[config.mk]
export PLATFORM = sky130hd
export DESIGN_NAME = dff_delay_line
export DESIGN_NICKNAME = d
export VERILOG_FILES = /design/src/rtl/dff_delay_line.sv
export SDC_FILE = /design/constraint.sdc
export NUM_CORES = 1
export LEC_CHECK = 0
export CAP_MARGIN = 10
export CORE_MARGIN = 2
export CORE_UTILIZATION = 49
export CTS_CLUSTER_SIZE = 14
export DETAILED_ROUTE_END_ITERATION = 12
export GPL_TIMING_DRIVEN = 0
export PLACE_DENSITY = 0.76
export SLEW_MARGIN = 10
export SYNTH_ARGS = -nofsm -noshare
export SYNTH_HDL_FRONTEND = slang
export SYNTH_SLANG_ARGS = --single-unit
[constraint.sdc]
create_clock -name clk_i -period 3.1 [get_ports clk_i]
set_input_delay 0.62 -clock clk_i [delete_from_list [all_inputs] [get_ports clk_i]]
set_output_delay 0.62 -clock clk_i [all_outputs]
set_load 0.01 [all_outputs]
[src/rtl/dff_delay_line.sv]
// WIDTH-bit, DEPTH-stage registered delay line with a valid bit per stage.
// Features: advance enable, synchronous flush, selectable tap and an occupancy count.
module dff_delay_line #(
    parameter int               WIDTH     = 8,
    parameter int               DEPTH     = 4,
    parameter logic [WIDTH-1:0] RESET_VAL = '0,
    localparam int              TAP_W     = (DEPTH > 1) ? $clog2(DEPTH) : 1,
    localparam int              CNT_W     = $clog2(DEPTH + 1)
) (
    input  logic             clk_i,
    input  logic             reset_ni,
    input  logic             en_i,
    input  logic             clr_i,
    input  logic [WIDTH-1:0] d_i,
    input  logic             d_valid_i,
    input  logic [TAP_W-1:0] tap_sel_i,
    output logic [WIDTH-1:0] q_o,
    output logic             q_valid_o,
    output logic [WIDTH-1:0] tap_q_o,
    output logic             tap_valid_o,
    output logic [CNT_W-1:0] fill_cnt_o,
    output logic             full_o
);

    logic [WIDTH-1:0] stage_q [DEPTH];
    logic [WIDTH-1:0] stage_d [DEPTH];
    logic [DEPTH-1:0] vld_q;
    logic [DEPTH-1:0] vld_d;
    logic [CNT_W-1:0] cnt_q;
    logic [CNT_W-1:0] cnt_d;

    always_comb begin
        stage_d = stage_q;
        vld_d   = vld_q;
        cnt_d   = cnt_q;
        if (clr_i) begin
            for (int i = 0; i < DEPTH; i++) begin
                stage_d[i] = RESET_VAL;
            end
            vld_d = '0;
            cnt_d = '0;
        end else if (en_i) begin
            stage_d[0] = d_i;
            vld_d[0]   = d_valid_i;
            for (int i = 1; i < DEPTH; i++) begin
                stage_d[i] = stage_q[i-1];
                vld_d[i]   = vld_q[i-1];
            end
            // Entering and leaving valid entries cancel, so the count stays within 0..DEPTH.
            cnt_d = cnt_q + CNT_W'(d_valid_i) - CNT_W'(vld_q[DEPTH-1]);
        end
    end

    always_ff @(posedge clk_i or negedge reset_ni) begin
        if (!reset_ni) begin
            for (int i = 0; i < DEPTH; i++) begin
                stage_q[i] <= RESET_VAL;
            end
            vld_q <= '0;
            cnt_q <= '0;
        end else begin
            stage_q <= stage_d;
            vld_q   <= vld_d;
            cnt_q   <= cnt_d;
        end
    end

    // Out-of-range selects fall through to the reset value with no valid.
    always_comb begin
        tap_q_o     = RESET_VAL;
        tap_valid_o = 1'b0;
        for (int i = 0; i < DEPTH; i++) begin
            if (tap_sel_i == TAP_W'(i)) begin
                tap_q_o     = stage_q[i];
                tap_valid_o = vld_q[i];
            end
        end
    end

    assign q_o        = stage_q[DEPTH-1];
    assign q_valid_o  = vld_q[DEPTH-1];
    assign fill_cnt_o = cnt_q;
    assign full_o     = (cnt_q == CNT_W'(DEPTH));

endmodule

### Word-level counts from Yosys, hierarchy flattened

Index checks and enable logic that the tools add are counted.

* register bits: 39
* input bits: 15
* output and inout port bits: 22
* word-level logic and storage cells: 28

* add/subtract/negate cells: 2
* eq/ne operators: 4
* mux-type cells: 14
* reduce and logical (&&, ||, !) cells: 2

Operators with widths (number)
* $mux 32: 2
* $mux 8: 4
* $mux 4: 2
* $mux 3: 2
* $eq 2x2->1 const B: 2
* $mux 1: 4
* $add 3x1->3: 1
* $eq 3x3->1 const B: 1
* $sub 3x1->3: 1
* $eq 2x1->1 const B: 1
* $logic_not 2->1: 1
* $reduce_bool 2->1: 1

### Longest topological paths before layout

* depth after elaboration: 5
* depth in mapped cells: 9
* depth with buffers taken out: 9

### Worst setup path after synthesis

OpenSTA, ideal clock, no wires.

* path kind: in2out
* start point: input tap_sel_i[0]
* end point: output tap_q_o[0]
* arrival time: 1291 ps
* required time: 2480 ps
* path slack: 1189 ps
* cell stages on the path: 2
* path buffers: 1
* cells stage by stage: buf_6 -> mux4_2

* longest elaborated chain between the ends: 5
* elaborated cells between the ends (all ways): 8
* classes of those cells: 3 x eq/ne; 4 x mux; 1 x reduce/logical

Ends and longest elaborated chain
* from (decl): line 16 `input logic [TAP_W-1:0] tap_sel_i,`
* $logic_not 2->1: line 73 `if (tap_sel_i == TAP_W'(i)) begin`
* $mux 8 (3 in a row): line 73
* $mux 8 (*): line 73
* to (decl): line 19 `output logic [WIDTH-1:0] tap_q_o,`

Every way passes the cells marked *; elsewhere a longest branch is shown, timed or not.

### Final worst setup path

* start point: input tap_sel_i[0]
* end point: output tap_q_o[5]

The elaborated chain is that of the path after synthesis.

==> impl_results.md <==
- Area growth syn-to-layout: 24.7%
- Synth area leaders: dfrtp_1 50%, mux2i_1 20%, mux4_2 10%, nor2_1 7.6%, buf_4 4.6%
- DRC marker count from the first detailed-route iteration: 46
- Wire per inst: 16.2 µm
- Die ar.: 4470 µm²
- Crit start category: input port
- Final period utilization: 0.783
- Crit end category: primary output
- Pleak: 1.20 nW
- Hold Fails Final Rpt: 0
- RSZ-0062 raised after global routing: no
- Hold Crit Class: in2async
- Cts bufs inserted: 5
- Synthesis Warnings: 0
- Critical path, cell by cell: buf_6 > mux4_2 > clkdlybuf4s50_1
- ANT cells: 0
- WP depth: 3
- Outcome: finished clean
- Max Cap Viol: 0
- # setup viols final: 0
- Drt first pass iters: 5
- Rows: 22
- Fin util: 0.645
- WP data arrival: 1.81 ns
- Hpwl dp: 2660 µm
- CTS Root Cell: clkbuf_8
- Pin count of the biggest net entering global routing: 33
- FF+latch count, synth: 39
- Post-Syn Instances: 156
- CTS max path bufs: 2
- R2R depth: 9
- Final ANT Viol Nets: 0
- Drc violations: 0
- Setup crit start: tap_sel_i[0]
- Io pins: 37
- Synth unique cells: 16
- CTS Sinks: 39
- VDD IR-drop max: 0.252 mV
- First-pass GRT wire length: 6640 µm
- R2R Path End: fill_cnt_o[2]
- PortBufs: 33
- Critical path's top delay family: buffers and inverters
- Filler Cells Inserted: 294
- Slowest CP cell: mux4_2
- Worst R2R Setup Slack: 1.19 ns
- Total Wirelength: 3940 µm
- Starting Density: 0.518
- Worst slew margin: 0.633
- CTS tree: done
- Setup Skew: 0.00262 ns
- # nets final: 215
- Net Count, Synth: 174
- H-Tree Depth: 2
- GRT Total Usage: 0.210
- Max Fclk: 412 MHz
- Area fraction of the dominant cell type after synthesis: 0.504
- Setup_tns: 0 ns
- Final Slew Violations: 0
- Routed vias: 1282
- Final min period: 2.43 ns
- Hold_buf cts: 0
- Measured slew at the worst slew-check pin: 0.550 ns
- Share of cells above drive strength 1: 0.179
- Syn Area/Cell: 12.4 µm²
- Post-CTS Setup Repair Bufs: 0
- Core ar.: 3740 µm²
- Vias in the first global route: 1308
- Crit Path Class: in2out
- Worst-path fanout max: 9
- Post-synth top area cell: dfrtp_1
- Placer Congestion: 0.758
- Post-Syn Area: 1940 µm²
- R2r startpoint: fill_cnt_o[0]
- Die Y: 66.9 µm
- Post-cts repair resize count: 0
- Seq/Total Area, Yosys: 0.504
- Gr ovfl total: 0
- Die Span X: 66.9 µm
- PwrDens: 409 nW/µm²
- Buf+Inv Stages, Crit Path: 2
- Worst-path clk slew: 0.07 ns
- Initial antenna violation count: 0
- Max incr delay on CP: 0.52 ns
- Critical path required time: 2.48 ns
- Area of the multi-input gates: 811 µm²
- Latest clock arrival within the worst-skew pair: 0.29 ns
- Worst setup path end: tap_q_o[5]
- Vias per inst: 5.25
- FF/Latch Area: 976 µm²
cells in the mapped netlist:
cell      number
a21oi_1        1
a31o_2         1
buf_2          4
buf_4         12
buf_6          2
clkbuf_1       1
dfrtp_1       39
fa_1           1
ha_1           2
inv_1          4
mux2i_1       38
mux4_2         9
nand2b_1       1
nor2_1        39
nor3b_1        1
xor2_1         1
state kept, by name (all words and copies together), names as in the netlist:
| signal | cells |
|---|---|
| fill_cnt_o | 3 |
| vld_q | 4 |
| q_o | 8 |
| stage_q | 24 |
how the worst min path moves through the flow:
stage / from / end / slack [ns] / cells after the start
6_report: reset_ni / stage_q[18] / 0.18 / 1
2_1_floorplan: reset_ni / fill_cnt_o[0] / 0.32 / 0
3_5_place_dp: reset_ni / stage_q[18] / 0.48 / 1
5_1_grt: reset_ni / stage_q[18] / 0.18 / 1
3_3_place_gp: vld_q[1] / vld_q[2] / 0.52 / 2
4_1_cts: reset_ni / stage_q[25] / 0.18 / 1
worst reg2reg max path, delay by kind of cell (launching register included):
family                     cells  cell delay [ns]
DFF                            1             0.39
AOI/OAI and AO/OA              2             0.30
adders and majority gates      3             0.76
buffers and inverters          3             0.17
xor gates and xnor gates       1             0.19
metal layers:
metal	GRT usage	share of wire	routed length (µm)	up-vias
met5	0	0	0	-
met4	0.0689	0.013	53	0
met3	0.0625	0.056	219	6
met2	0.336	0.49	1930	34
met1	0.274	0.44	1750	643
li1	-	-	-	599
placed cells by master, fill, tap and decap left out:
cell type / n
buf_2: 5
nor3b_1: 1
buf_4: 12
ha_1: 2
mux4_2: 9
xor2_1: 1
buf_6: 2
buf_12: 1
fa_1: 1
a31o_2: 1
nand2b_1: 1
dfrtp_1: 39
clkdlybuf4s50_1: 32
inv_1: 4
nor2_1: 39
clkbuf_1: 2
a21oi_1: 1
mux2i_1: 38
clkbuf_8: 5
where the power goes:
group	switching [W]	internal [W]	total [W]	leakage, nW
combinational	0.0000666	0.0000721	0.000139	0.625
clock	0.000162	0.000150	0.000312	0.0371
sequential	0.0000129	0.000524	0.000537	0.535
total	0.000241	0.000746	0.000988	1.20
logic make-up (layout without fill, tap and decap cells):
group,after synthesis,count (layout),synth area share
muxes,47,47,0.301
xor gates and xnor gates,1,1,0.00452
adders and majority gates,3,3,0.0232
buffers and inverters,23,63,0.0781
and+or+nand+nor,41,41,0.0826
DFF,39,39,0.504
AOI/OAI and AO/OA,2,2,0.00710
metrics by stage:
step | power, W | hold WS, ns | instances | cell area [µm²] | setup WS (ns)
6_report | 0.000988 | 0.175 | 244 | 2420 | 0.674
5_1_grt | 0.00103 | 0.182 | 244 | 2420 | 0.623
4_1_cts | 0.000993 | 0.175 | 244 | 2420 | 0.655
3_5_place_dp | 0.000687 | 0.485 | 238 | 2340 | 0.662
3_3_place_gp | 0.000681 | 0.520 | 237 | 2330 | 0.528
2_1_floorplan | 0.000623 | 0.324 | 156 | 1940 | 1.19
area by class of cell:
class | count | share of cell area
flip-flops and latches | 39 | 0.404
multi-input cells | 94 | 0.336
repair buffers | 34 | 0.143
plain buffers | 19 | 0.0564
clock buffers | 6 | 0.0300
well taps | 48 | 0.0249
inverters | 4 | 0.00621
Power figures use the tool's default switching activity.
